File: src/rtl/trap_sequencer_pkg.sv
// Shared definitions for the trap sequencer: exception cause codes, privilege
// encodings, load/store funct3 encodings, sequencer FSM states and the ECALL
// cause helper. Imported by exc_detect and trap_sequencer.
package trap_sequencer_pkg;

   localparam logic [4:0] CAUSE_INST_MISALIGN  = 5'd0;
   localparam logic [4:0] CAUSE_ILLEGAL        = 5'd2;
   localparam logic [4:0] CAUSE_BREAKPOINT     = 5'd3;
   localparam logic [4:0] CAUSE_LOAD_MISALIGN  = 5'd4;
   localparam logic [4:0] CAUSE_STORE_MISALIGN = 5'd6;
   localparam logic [4:0] CAUSE_ECALL_U        = 5'd8;
   localparam logic [4:0] CAUSE_ECALL_S        = 5'd9;
   localparam logic [4:0] CAUSE_ECALL_M        = 5'd11;

   localparam logic [1:0] PRIV_U = 2'b00;
   localparam logic [1:0] PRIV_S = 2'b01;
   localparam logic [1:0] PRIV_M = 2'b11;

   localparam logic [2:0] F3_B  = 3'b000;
   localparam logic [2:0] F3_H  = 3'b001;
   localparam logic [2:0] F3_W  = 3'b010;
   localparam logic [2:0] F3_D  = 3'b011;
   localparam logic [2:0] F3_BU = 3'b100;
   localparam logic [2:0] F3_HU = 3'b101;
   localparam logic [2:0] F3_WU = 3'b110;

   typedef enum logic [1:0] {
      ST_IDLE     = 2'd0,
      ST_FLUSH    = 2'd1,
      ST_COMMIT   = 2'd2,
      ST_REDIRECT = 2'd3
   } trap_state_e;

   // The reserved privilege encoding 2'b10 never occurs; treat it as M.
   function automatic logic [4:0] ecall_cause(input logic [1:0] priv);
      case (priv)
         PRIV_U:  return CAUSE_ECALL_U;
         PRIV_S:  return CAUSE_ECALL_S;
         default: return CAUSE_ECALL_M;
      endcase
   endfunction

endpackage

File: src/rtl/trap_sequencer_exc_detect.sv
// exc_detect: purely combinational exception detection for the IF, ID and MEM
// stages plus the oldest-instruction-first priority mux.
// Inputs : stage PCs/valids, decode flags and raw instruction, memory address,
//          PC, funct3 and read/write strobes, current privilege.
// Outputs: det_valid (some exception present), det_cause/det_epc/det_tval of
//          the highest-priority exception.
module exc_detect
   import trap_sequencer_pkg::*;
#(
   parameter int XLEN  = 32,
   parameter int C_EXT = 0
) (
   input  logic [XLEN-1:0] if_pc,
   input  logic            if_valid,
   input  logic [XLEN-1:0] id_pc,
   input  logic [31:0]     id_instruction,
   input  logic            id_valid,
   input  logic            id_illegal_inst,
   input  logic            id_ecall,
   input  logic            id_ebreak,
   input  logic            id_mret,
   input  logic            id_sret,
   input  logic [XLEN-1:0] mem_addr,
   input  logic [XLEN-1:0] mem_pc,
   input  logic [2:0]      mem_funct3,
   input  logic            mem_read,
   input  logic            mem_write,
   input  logic            mem_valid,
   input  logic [1:0]      cur_priv,
   output logic            det_valid,
   output logic [4:0]      det_cause,
   output logic [XLEN-1:0] det_epc,
   output logic [XLEN-1:0] det_tval
);

   logic load_mis;
   logic store_mis;
   logic id_ill;
   logic id_brk;
   logic id_ecl;
   logic if_mis;

   // Doubleword accesses and LWU only exist on RV64; on RV32 those encodings
   // never reach MEM as legal instructions, so they are not checked.
   function automatic logic misaligned(input logic [2:0] f3, input logic [2:0] a,
                                       input logic is_load);
      case (f3)
         F3_H:    return a[0];
         F3_HU:   return is_load && a[0];
         F3_W:    return a[1:0] != 2'b00;
         F3_WU:   return is_load && (XLEN == 64) && (a[1:0] != 2'b00);
         F3_D:    return (XLEN == 64) && (a[2:0] != 3'b000);
         default: return 1'b0;
      endcase
   endfunction

   always_comb begin
      load_mis  = mem_valid && mem_read  && misaligned(mem_funct3, mem_addr[2:0], 1'b1);
      store_mis = mem_valid && mem_write && misaligned(mem_funct3, mem_addr[2:0], 1'b0);
      // xRET from below its privilege level is an illegal instruction.
      id_ill    = id_valid && (id_illegal_inst ||
                               (id_mret && (cur_priv != PRIV_M)) ||
                               (id_sret && (cur_priv == PRIV_U)));
      id_brk    = id_valid && id_ebreak;
      id_ecl    = id_valid && id_ecall;
      if_mis    = if_valid && ((C_EXT != 0) ? if_pc[0] : (if_pc[1:0] != 2'b00));

      det_valid = 1'b1;
      det_cause = CAUSE_INST_MISALIGN;
      det_epc   = if_pc;
      det_tval  = if_pc;
      if (load_mis) begin
         det_cause = CAUSE_LOAD_MISALIGN;
         det_epc   = mem_pc;
         det_tval  = mem_addr;
      end else if (store_mis) begin
         det_cause = CAUSE_STORE_MISALIGN;
         det_epc   = mem_pc;
         det_tval  = mem_addr;
      end else if (id_ill) begin
         det_cause = CAUSE_ILLEGAL;
         det_epc   = id_pc;
         det_tval  = XLEN'(id_instruction);
      end else if (id_brk) begin
         det_cause = CAUSE_BREAKPOINT;
         det_epc   = id_pc;
         det_tval  = id_pc;
      end else if (id_ecl) begin
         det_cause = ecall_cause(cur_priv);
         det_epc   = id_pc;
         det_tval  = '0;
      end else if (!if_mis) begin
         det_valid = 1'b0;
      end
   end

endmodule

File: src/rtl/trap_sequencer.sv
// trap_sequencer: takes the prioritised exception from exc_detect, resolves
// M/S delegation, latches cause/epc/tval/target and runs the
// FLUSH -> COMMIT (wait csr_ack, with timeout) -> REDIRECT handshake.
// Inputs : pipeline stage info (see exc_detect), cur_priv, medeleg, mtvec,
//          stvec, csr_ack, clk, reset (synchronous, active-high).
// Outputs: trap_flush / redirect_valid pulses, trap_busy, trap_valid level
//          request, latched trap_cause/epc/tval/to_s, redirect_pc, sticky
//          trap_error.
module trap_sequencer
   import trap_sequencer_pkg::*;
#(
   parameter int XLEN        = 32,
   parameter int C_EXT       = 0,
   parameter int SUPPORT_S   = 1,
   parameter int ACK_TIMEOUT = 15
) (
   input  logic            clk,
   input  logic            reset,
   input  logic [XLEN-1:0] if_pc,
   input  logic            if_valid,
   input  logic [XLEN-1:0] id_pc,
   input  logic [31:0]     id_instruction,
   input  logic            id_valid,
   input  logic            id_illegal_inst,
   input  logic            id_ecall,
   input  logic            id_ebreak,
   input  logic            id_mret,
   input  logic            id_sret,
   input  logic [XLEN-1:0] mem_addr,
   input  logic [XLEN-1:0] mem_pc,
   input  logic [2:0]      mem_funct3,
   input  logic            mem_read,
   input  logic            mem_write,
   input  logic            mem_valid,
   input  logic [1:0]      cur_priv,
   input  logic [XLEN-1:0] medeleg,
   input  logic [XLEN-1:0] mtvec,
   input  logic [XLEN-1:0] stvec,
   input  logic            csr_ack,
   output logic            trap_flush,
   output logic            trap_busy,
   output logic            trap_valid,
   output logic [4:0]      trap_cause,
   output logic [XLEN-1:0] trap_epc,
   output logic [XLEN-1:0] trap_tval,
   output logic            trap_to_s,
   output logic            redirect_valid,
   output logic [XLEN-1:0] redirect_pc,
   output logic            trap_error
);

   localparam int CNT_W = $clog2(ACK_TIMEOUT + 1);

   logic            det_valid;
   logic [4:0]      det_cause;
   logic [XLEN-1:0] det_epc;
   logic [XLEN-1:0] det_tval;
   logic            deleg_bit;
   logic            det_to_s;
   logic            tvec_unused;

   trap_state_e     state_q,  state_d;
   logic [4:0]      cause_q,  cause_d;
   logic [XLEN-1:0] epc_q,    epc_d;
   logic [XLEN-1:0] tval_q,   tval_d;
   logic            to_s_q,   to_s_d;
   logic [XLEN-1:0] target_q, target_d;
   logic [CNT_W-1:0] cnt_q,   cnt_d;
   logic            error_q,  error_d;

   exc_detect #(
      .XLEN  (XLEN),
      .C_EXT (C_EXT)
   ) u_exc_detect (
      .if_pc           (if_pc),
      .if_valid        (if_valid),
      .id_pc           (id_pc),
      .id_instruction  (id_instruction),
      .id_valid        (id_valid),
      .id_illegal_inst (id_illegal_inst),
      .id_ecall        (id_ecall),
      .id_ebreak       (id_ebreak),
      .id_mret         (id_mret),
      .id_sret         (id_sret),
      .mem_addr        (mem_addr),
      .mem_pc          (mem_pc),
      .mem_funct3      (mem_funct3),
      .mem_read        (mem_read),
      .mem_write       (mem_write),
      .mem_valid       (mem_valid),
      .cur_priv        (cur_priv),
      .det_valid       (det_valid),
      .det_cause       (det_cause),
      .det_epc         (det_epc),
      .det_tval        (det_tval)
   );

   // Vector mode bits are not supported; handlers are always direct.
   assign tvec_unused = ^{mtvec[1:0], stvec[1:0]};

   always_comb begin
      deleg_bit = 1'b0;
      for (int i = 0; i < XLEN; i++) begin
         if (int'(det_cause) == i) deleg_bit = medeleg[i];
      end
      // Traps taken in M mode are never delegated downwards.
      det_to_s = (SUPPORT_S != 0) && (cur_priv != PRIV_M) && deleg_bit;
   end

   always_comb begin
      state_d  = state_q;
      cause_d  = cause_q;
      epc_d    = epc_q;
      tval_d   = tval_q;
      to_s_d   = to_s_q;
      target_d = target_q;
      cnt_d    = cnt_q;
      error_d  = error_q;
      case (state_q)
         ST_IDLE: begin
            if (det_valid) begin
               state_d  = ST_FLUSH;
               cause_d  = det_cause;
               epc_d    = det_epc;
               tval_d   = det_tval;
               to_s_d   = det_to_s;
               target_d = det_to_s ? {stvec[XLEN-1:2], 2'b00} : {mtvec[XLEN-1:2], 2'b00};
            end
         end
         ST_FLUSH: begin
            state_d = ST_COMMIT;
            cnt_d   = '0;
         end
         ST_COMMIT: begin
            if (csr_ack) begin
               state_d = ST_REDIRECT;
            end else if (cnt_q == CNT_W'(ACK_TIMEOUT - 1)) begin
               // Give up on csr_file but still redirect so the core is not wedged.
               state_d = ST_REDIRECT;
               error_d = 1'b1;
            end else begin
               cnt_d = cnt_q + CNT_W'(1);
            end
         end
         ST_REDIRECT: begin
            state_d = ST_IDLE;
         end
         default: begin
            state_d = ST_IDLE;
         end
      endcase
   end

   always_ff @(posedge clk) begin
      if (reset) begin
         state_q  <= ST_IDLE;
         cause_q  <= '0;
         epc_q    <= '0;
         tval_q   <= '0;
         to_s_q   <= 1'b0;
         target_q <= '0;
         cnt_q    <= '0;
         error_q  <= 1'b0;
      end else begin
         state_q  <= state_d;
         cause_q  <= cause_d;
         epc_q    <= epc_d;
         tval_q   <= tval_d;
         to_s_q   <= to_s_d;
         target_q <= target_d;
         cnt_q    <= cnt_d;
         error_q  <= error_d;
      end
   end

   assign trap_flush     = (state_q == ST_FLUSH);
   assign trap_busy      = (state_q != ST_IDLE);
   assign trap_valid     = (state_q == ST_COMMIT);
   assign redirect_valid = (state_q == ST_REDIRECT);
   assign trap_cause     = cause_q;
   assign trap_epc       = epc_q;
   assign trap_tval      = tval_q;
   assign trap_to_s      = to_s_q;
   assign redirect_pc    = target_q;
   assign trap_error     = error_q;

endmodule

File: config.mk
export PLATFORM = sky130hd
export DESIGN_NAME = trap_sequencer
export DESIGN_NICKNAME = d
export VERILOG_FILES = /design/src/rtl/trap_sequencer_pkg.sv /design/src/rtl/trap_sequencer_exc_detect.sv /design/src/rtl/trap_sequencer.sv
export SDC_FILE = /design/constraint.sdc
export NUM_CORES = 1
export LEC_CHECK = 0
export ABC_AREA = 1
export BUFFER_PORTS_ARGS = -buffer_cell sky130_fd_sc_hd__buf_2
export CORE_AREA = 2 2 146 148
export CTS_CLUSTER_DIAMETER = 80
export CTS_CLUSTER_SIZE = 30
export DETAILED_ROUTE_END_ITERATION = 8
export DIE_AREA = 0 0 148 150
export MAX_ROUTING_LAYER = met4
export PLACE_DENSITY = 0.55
export SYNTH_ARGS = -nofsm -noshare
export SYNTH_HDL_FRONTEND = slang
export SYNTH_SLANG_ARGS = --single-unit
File: constraint.sdc
create_clock -name clk -period 5.35 [get_ports clk]
set_input_delay 0.8025 -clock clk [delete_from_list [all_inputs] [get_ports clk]]
set_output_delay 0.8025 -clock clk [all_outputs]
set_load 0.01 [all_outputs]
==> impl_metrics.toml <==
[run_status]
status = "finished clean"

[floorplan]
initial_utilization = 0.2885
core_area_um2 = 20690
die_w_um = 148
io_pins = 381
core.rowCount = 53
die_h_um = 150
fp.dieArea_um2 = 22200

[layout]
fin_util = 0.3954
syn_to_final_growth_pct = 37.09
regArea_um2 = 2122
fillers = 2343
drive_gt1_frac = 0.3278
multi_input_area_um2 = 3172
fin_nets = 1490

[placed_design]
dp_hpwl_um = 17700
portBuffers = 350
place_congestion = 0.8670

[clock_network]
numCtsBuffers = 9
clkTransAtPathRegs_ns = 0.08
cts.repair.resized = 0
clock-sinks = 106
cts_max_level = 3
root_buffer = "clkbuf_16"
cts_hold_buf = 0
cts_tree = "yes"
cts_setup_buffers = 0
cts.path.max_buffers = 2
worstSkewPairLatency_ns = 0.35

[min_path]
holdPathEnd = "trap_tval[21]"
min_path_type = "flop to flop"
worstHoldStart = "trap_tval[21]"
whs_path_depth = 2

[timing]
holdWs_ns = 0.4612
setup_viol = 0
finalMaxSlewViolations = 0
hold_violations = 0
fmax_mhz = 287.6
period_share = 0.6500
fin_worst_skew_ns = 0.009990
worstMarginPinSlew_ns = 1.004
rsz0062_at_grt = "no"
period_minus_slack_ns = 3.478
maxSlewHeadroom = 0.3308
final.setup.tns_ns = 0

[synth]
synth_cells = 906
synth_edf_count = 0
netlist_area_um2 = 5968
ys_ff_latch = 106
netlist.area_leader.share = 0.3556
synth_area_leaders = "dfxtp_1, nand2_1, a21oi_1, nand3_1, o21ai_0"
seq_area_frac_synth = 0.3556
synth-main-ff-cell = "dfxtp_1"
yosysMostFrequentCell = "nand2_1"
yosys_warnings = 0
async_flop_share = 0
synth_area_leader_cell = "dfxtp_1"
synth_area_per_cell_um2 = 6.587
yosysUniqueCellTypes = 32
yosys-top-cells-count = "nand2_1, dfxtp_1, a21oi_1, inv_1, nand3_1"

[drt]
ant_nets = 0
finalWirelength_um = 24240
drtIter0Drc = 342
route.detailed.drc = 0
num_vias = 7256
dr.pass1.iters = 5
vias_per_cell = 4.870
drt-wirelength-per-cell_um = 16.27

[global_route]
gr-total-overflow = 0
grt_pass1_vias = 6694
grt_max_degree = 111
gr-usage-all-layers = 0.2132
grt_first_pass_wirelength_um = 36070
grt_antenna_before_repair = 1

[setup_path]
critPathMaxFanout = 110
rr_worst_depth = 7
worstSetupEndpointType = "flop"
r2r_end = "trap_tval[22]"
worstPathRequired_ns = 5.63
startpoint_type = "input pin"
cp.arrival_ns = 3.76
critPathKind = "input pin to flop"
reg2reg_slack_ns = 2.87
reg2reg_from = "state_q[0]"

[pwr]
p_leak_nw = 4.264
pwr_density_cell_nw_per_um2 = 410.8
peakVddDrop_uv = 198.7
total_power_mw = 3.361

[job]
max_cap_violations = 0
==> state kept, by name (all words and copies together), names as in the netlist <==
name	flops
trap_tval	32
redirect_pc	30
trap_cause	4
trap_to_s	1
trap_error	1
cnt_q	4
trap_epc	32
state_q	2
==> report_power, final <==
part           total, mW  switching [mW]  leakage (nW)  internal [mW]
clock              0.709           0.336         0.154          0.373
sequential          1.18           0.124         0.876           1.06
combinational       1.47           0.936          3.23          0.536
total               3.36            1.40          4.26           1.97
==> cells in the final DEF (no fill, tap or decap), types with 2 or more instances in the layout <==
cell type and count:
nand4_1 3, inv_1 90, nand2_1 188, nor2_2 3, buf_2 349, a21oi_1 96
buf_4 15, a32oi_1 21, conb_1 3, o21ai_0 80, a31oi_1 11, ha_1 7
clkbuf_16 9, nand2_2 3, dfxtp_1 106, a211oi_1 42, a22oi_1 2, inv_2 6
nand3_1 89, and3_1 2, o211ai_1 11, inv_6 3, nor2_1 56, nor3_1 7
==> logic make-up after synthesis <==
logic type | count (synthesis) | share of synthesized area
adder cells (fa/ha/maj) | 7 | 0.01467
AO/OA/AOI/OAI | 266 | 0.2627
other | 1 | 0.0006283
buffers and inverters | 172 | 0.1166
AND/OR/NAND/NOR | 354 | 0.2499
flip-flops | 106 | 0.3556
==> how the worst max path moves through the flow <==
| stage | from | slack [ns] | end |
|---|---|---|---|
| final | id_valid | 1.87 | trap_tval[22] |
| after global routing | id_valid | 1.51 | trap_tval[22] |
| after CTS | id_valid | 1.78 | trap_tval[22] |
| after detailed placement | id_valid | 1.41 | trap_tval[22] |
| after global placement | id_valid | 1.42 | trap_tval[28] |
| after floorplan | cur_priv[1] | 3.00 | redirect_pc[8] |
==> cell type report <==
class                           instances  share of cell area
Multi-Input combinational cell        630              0.3877
Sequential cell                       106              0.2594
Timing Repair Buffer                  364              0.2273
Inverter                               98             0.04527
Tap cell                              275             0.04206
Clock buffer                            9             0.02753
Clock inverter                          7             0.01055
Antenna cell                            1           0.0003059
==> routing by layer <==
metal / vias to the layer above / GRT usage / share of wire
met2: 296 / 0.3738 / 0.50
met4: 0 / 0.07000 / 0.027
met5: - / - / 0
met1: 3267 / 0.2471 / 0.41
met3: 41 / 0.03780 / 0.064
li1: 3652 / - / -
==> worst max-delay path: stages <==
cell and delay [ns]:
buf_2 0.12, nand2_1 0.06, buf_4 0.20, inv_2 0.39, nor2_2 0.07, buf_4 0.23, nand3_1 0.17, nand2_2 0.09
inv_4 0.71, buf_4 0.56, o211ai_1 0.16, a21oi_1 0.15
==> metrics by stage <==
step	setup WS [ns]	cell area, um^2	instances
2_1_floorplan	3.001	5976	908
5_1_grt	1.513	8182	1490
3_5_place_dp	1.413	7868	1473
6_report	1.872	8182	1490
4_1_cts	1.781	8179	1489
3_3_place_gp	1.425	7868	1473
(Power assumes the default switching activity.)
